### config.mk
export PLATFORM = sky130hd
export DESIGN_NAME = sma_gen
export DESIGN_NICKNAME = d
export VERILOG_FILES = /design/src/rtl/sma_gen_pkg.sv /design/src/rtl/sma_gen_hist.sv /design/src/rtl/sma_gen.sv
export SDC_FILE = /design/constraint.sdc
export NUM_CORES = 1
export LEC_CHECK = 0
export ABC_AREA = 1
export BUFFER_PORTS_ARGS = -buffer_cell sky130_fd_sc_hd__buf_2
export CORE_ASPECT_RATIO = 2
export CORE_MARGIN = 2
export CORE_UTILIZATION = 49
export CTS_BUF_LIST = sky130_fd_sc_hd__clkbuf_16
export DETAILED_ROUTE_END_ITERATION = 8
export PLACE_DENSITY_LB_ADDON = 0.05
export SKIP_CTS_REPAIR_TIMING = 1
export SYNTH_ARGS = -nofsm -noshare
export SYNTH_HDL_FRONTEND = slang
export SYNTH_SLANG_ARGS = --single-unit
### constraint.sdc
create_clock -name clk -period 4.02 [get_ports clk]
set_input_delay 0.804 -clock clk [delete_from_list [all_inputs] [get_ports clk]]
set_output_delay 0.804 -clock clk [all_outputs]
set_load 0.03 [all_outputs]
### src/rtl/sma_gen_pkg.sv
// Shared defaults and width helper for the sma_gen moving-average block.
// Optional rounding is selected in sma_gen by the SMA_GEN_ROUND_EN macro.
package sma_gen_pkg;

  localparam int unsigned DATA_W_DEF     = 16;
  localparam int unsigned LOG2_DEPTH_DEF = 2;

  // Accumulator holds the sum of DEPTH samples without overflow.
  function automatic int unsigned acc_width(input int unsigned data_w,
                                            input int unsigned log2_depth);
    return data_w + log2_depth;
  endfunction

endpackage

### src/rtl/sma_gen_hist.sv
// Circular sample history for sma_gen: DEPTH entries, write pointer and
// saturating fill counter. The entry at wptr is always the oldest sample.
module sma_gen_hist
  import sma_gen_pkg::*;
#(
  parameter int unsigned DATA_W     = DATA_W_DEF,
  parameter int unsigned LOG2_DEPTH = LOG2_DEPTH_DEF
) (
  input  logic                     clk,
  input  logic                     rst,
  input  logic                     clear,
  input  logic                     push,
  input  logic signed [DATA_W-1:0] x,
  output logic signed [DATA_W-1:0] oldest,
  output logic                     primed
);

  localparam int unsigned DEPTH = 1 << LOG2_DEPTH;
  localparam logic [LOG2_DEPTH:0] FULL = (LOG2_DEPTH+1)'(DEPTH);

  logic signed [DATA_W-1:0] hist [DEPTH];
  logic [LOG2_DEPTH-1:0]    wptr;
  logic [LOG2_DEPTH:0]      fill;

  always_ff @(posedge clk or posedge rst) begin
    if (rst) begin
      for (int unsigned i = 0; i < DEPTH; i++) hist[i] <= '0;
      wptr <= '0;
      fill <= '0;
    end else if (clear) begin
      for (int unsigned i = 0; i < DEPTH; i++) hist[i] <= '0;
      wptr <= '0;
      fill <= '0;
    end else if (push) begin
      hist[wptr] <= x;
      // pointer is exactly LOG2_DEPTH bits, so it wraps DEPTH-1 -> 0
      wptr <= wptr + 1'b1;
      if (fill != FULL) fill <= fill + 1'b1;
    end
  end

  assign oldest = hist[wptr];
  assign primed = (fill == FULL);

endmodule

### src/rtl/sma_gen.sv
// Simple moving average over 2**LOG2_DEPTH samples, one-cycle latency.
// Define SMA_GEN_ROUND_EN for round-half-up; default is floor division.
module sma_gen
  import sma_gen_pkg::*;
#(
  parameter int unsigned DATA_W     = DATA_W_DEF,
  parameter int unsigned LOG2_DEPTH = LOG2_DEPTH_DEF
) (
  input  logic                     clk,
  input  logic                     rst,
  input  logic                     clear,
  input  logic                     in_valid,
  input  logic signed [DATA_W-1:0] x,
  output logic                     out_valid,
  output logic signed [DATA_W-1:0] y,
  output logic                     primed
);

  localparam int unsigned AW = acc_width(DATA_W, LOG2_DEPTH);

  logic signed [AW-1:0]     acc;
  logic signed [AW-1:0]     acc_next;
  logic signed [DATA_W-1:0] oldest;
  logic signed [DATA_W-1:0] y_next;
  logic                     push;

  // clear wins over a coincident sample
  assign push = in_valid & ~clear;

  sma_gen_hist #(
    .DATA_W    (DATA_W),
    .LOG2_DEPTH(LOG2_DEPTH)
  ) u_hist (
    .clk   (clk),
    .rst   (rst),
    .clear (clear),
    .push  (push),
    .x     (x),
    .oldest(oldest),
    .primed(primed)
  );

  always_comb begin
    acc_next = acc + AW'(x) - AW'(oldest);
`ifdef SMA_GEN_ROUND_EN
    y_next = DATA_W'((acc_next + (AW'(1) <<< (LOG2_DEPTH - 1))) >>> LOG2_DEPTH);
`else
    y_next = DATA_W'(acc_next >>> LOG2_DEPTH);
`endif
  end

  always_ff @(posedge clk or posedge rst) begin
    if (rst) begin
      acc       <= '0;
      y         <= '0;
      out_valid <= 1'b0;
    end else if (clear) begin
      acc       <= '0;
      y         <= '0;
      out_valid <= 1'b0;
    end else if (in_valid) begin
      acc       <= acc_next;
      y         <= y_next;
      out_valid <= 1'b1;
    end else begin
      out_valid <= 1'b0;
    end
  end

endmodule
==> flow_summary.yaml <==
synthesis:
  ys_seq_area_share_pct: 39.7
  synthesis.area_um2: 5550
  synthCells: 712
  avgSynthCellArea_um2: 7.80
  synth.distinct_cells: 29
  synthTopCellsByArea: "dfrtp_1 40%, o21ai_0 8.6%, nand2_1 8.1%"
  yosysTopAreaCellShare_pct: 39.7
  yosys_warnings: 0
  ys_ff_latch: 88
  synth_top_cell_by_area: "dfrtp_1"
  syn_nets: 774
  synth_commonest_cells: "120 x nand2_1, 98 x inv_1, 95 x o21ai_0, 88 x dfrtp_1, 77 x nand3_1"
  synth_edf_count: 0
  ys.flop_type: "dfrtp_1"
  synthArstFlopShare_pct: 100
  synth_most_common_cell: "nand2_1"
timing:
  maxSlewHeadroom_pct: 29.7
  final_hold_viol_count: 0
  fmax_ghz: 0.303
  setup_viol: 0
  slew_violations: 0
  finClkSkew_ns: 0.00496
  hold_slack_ns: 0.509
  timing.final.crit_share_pct: 82.2
  tns_ns: 0
  fin_crit_ns: 3.31
  rsz0062_at_grt: "false"
  worstMarginPinSlew_ns: 1.05
floorplan:
  die_h_um: 155
  rows: 55
  dieWidth_um: 79.3
  io_pins: 38
  start_util_pct: 49.8
  die-area_um2: 12200
  core_area_um2: 11100
worst_setup_path:
  r2r_end: "acc[17]$_DFFE_PP0P_"
  path_buf_inv: 3
  crit_required_ns: 4.31
  cp-end-kind: "register"
  slowest_delay_ns: 0.49
  path_cells: "inv_1 > buf_4 > o21ai_0 > o22ai_1 > fa_1 > inv_1 > ha_1 > nand2_1 > nand2_1 > a21oi_1 > nand3_1 > nand2_1 > nand2_1 > nand2_1 > nand3_1 > nand2_1"
  critPathMaxFanout: 21
  start_kind: "register"
  ff2ff_path_depth: 16
  slowest_stage: "fa_1"
  r2r-start: "u_hist.wptr[0]$_DFFE_PP0P_"
  reg2reg_slack_ns: 0.71
  worstSetupPathType: "register to register"
  crit_path_frequent_cell: "nand2_1"
  crit_family: "adder cells"
  critical_path_arrival_ns: 3.59
placed_design:
  placed_cell_area_um2: 5700
  portBuffers: 37
  gp_congestion: 0.803
  dp_hpwl_um: 10400
worst_hold_path:
  worst_hold_startpoint: "u_hist.hist[32]$_DFFE_PP0P_"
  worstHoldPathCells: 2
  holdPathEnd: "u_hist.hist[32]$_DFFE_PP0P_"
  hp-class: "register to register"
clocking:
  clkTransAtPathRegs_ns: 0.07
  insertion_delay_ns: 0.35
  cts_tree: "yes"
  clock-root-buffer: "clkbuf_16"
  cts_sinks: 88
  cts-buffers-inserted: 9
  clock_path_buffers: 2
  htree_levels: 3
layout:
  area_delta_synth_final_pct: 8.54
  final_area_um2: 6020
  drive_gt1_share_pct: 11.1
  fillers: 1140
  fin_util_pct: 54.0
  n_antenna_cell: 0
  nets: 780
power:
  p_leak_nw: 3.06
  powerDensity_nw_per_um2: 670
  fin_total_pwr_mw: 4.04
  ir_worst_vdd_mv: 0.464
status:
  status: "complete, no violations"
detailed_routing:
  drc: 0
  dr_total_vias: 4633
  ant_nets: 0
  routed_wl_um: 14800
  routed_via_density: 5.36
  detail_route.iter0.violations: 216
  drt-pass1-iter-count: 5
  wire_per_inst_um: 17.1
global_routing:
  grt_pass1_vias: 4581
  grt_max_degree: 53
  antenna_found_initial: 0
  grt_usage_pct: 25.5
  overflow: 0
  grt_pass1_wl_um: 24000
run:
  drv_cap: 0
## placed cells by master, fill, tap and decap left out, types with 4 or more instances in the layout
cell and count:
nor2_1 61, dfrtp_1 88, o21ai_0 95, clkbuf_16 9, o22ai_1 23, buf_2 37, buf_4 6, ha_1 25
nand3b_1 5, fa_1 17, nand2_1 120, nand2_2 9, nand3_1 77, a21oi_1 23, inv_1 97, o21ai_1 4
## where the power goes
part / switching [mW] / internal [mW] / total (mW)
logic: 1.36 / 0.687 / 2.05
clock network: 0.383 / 0.551 / 0.933
registers: 0.0634 / 0.991 / 1.05
## sequential cells by signal, summed over array words and instances (netlist names)
| name | cells |
|---|---|
| acc | 3 |
| u_hist.fill | 3 |
| u_hist.wptr | 2 |
| out_valid | 1 |
| u_hist.hist | 64 |
| y | 15 |
## worst max path at each step
stage / slack [ns] / start / cells past startpoint / to
2_1_floorplan: 0.94 / rst / 1 / acc[0]$_DFFE_PP0P_
3_3_place_gp: 0.85 / u_hist.wptr[0]$_DFFE_PP0P_ / 15 / acc[17]$_DFFE_PP0P_
3_5_place_dp: 0.76 / u_hist.wptr[0]$_DFFE_PP0P_ / 16 / acc[17]$_DFFE_PP0P_
4_1_cts: 0.72 / u_hist.wptr[0]$_DFFE_PP0P_ / 16 / acc[17]$_DFFE_PP0P_
5_1_grt: 0.44 / u_hist.wptr[0]$_DFFE_PP0P_ / 16 / acc[17]$_DFFE_PP0P_
6_report: 0.71 / u_hist.wptr[0]$_DFFE_PP0P_ / 16 / acc[17]$_DFFE_PP0P_
## logic make-up after synthesis
logic type	count (synthesis)	share of synthesized area (%)
DFF	88	39.7
buffers and inverters	150	11.9
and+or+nand+nor	281	22.0
xor gates and xnor gates	3	0.473
adders and majority gates	42	11.8
AOI/OAI and AO/OA	148	14.2
## metrics by stage
stage | instances | setup slack (ns)
2_1_floorplan | 712 | 0.937
6_report | 865 | 0.715
3_3_place_gp | 849 | 0.850
5_1_grt | 865 | 0.437
3_5_place_dp | 849 | 0.764
4_1_cts | 865 | 0.725
## layer usage
| metal | vias to the layer above | share of wire [%] | track usage (%) | wire length (um) |
|---|---|---|---|---|
| met2 | 85 | 50 | 42.5 | 7430 |
| li1 | 2296 | - | - | - |
| met3 | 30 | 2.5 | 3.73 | 370 |
| met4 | 0 | 4.4 | 12.4 | 646 |
| met5 | - | 0 | 0 | 0 |
| met1 | 2222 | 43 | 32.1 | 6380 |
## worst min-delay path: stages, from the launching register on
cell and delay (ns):
dfrtp_1 0.34, nand3_1 0.06, o21ai_0 0.07
## layout make-up
| cell class | instances | area [um^2] | share of cell area (%) |
|---|---|---|---|
| timing repair buffer | 44 | 250 | 4.15 |
| inverter | 101 | 380 | 6.31 |
| multi-input combinational | 474 | 2690 | 44.7 |
| clock buffer | 9 | 225 | 3.74 |
| tap | 142 | 178 | 2.95 |
| sequential | 88 | 2200 | 36.6 |
| clock inverter | 7 | 98.8 | 1.64 |
Power figures use the tool's default switching activity.
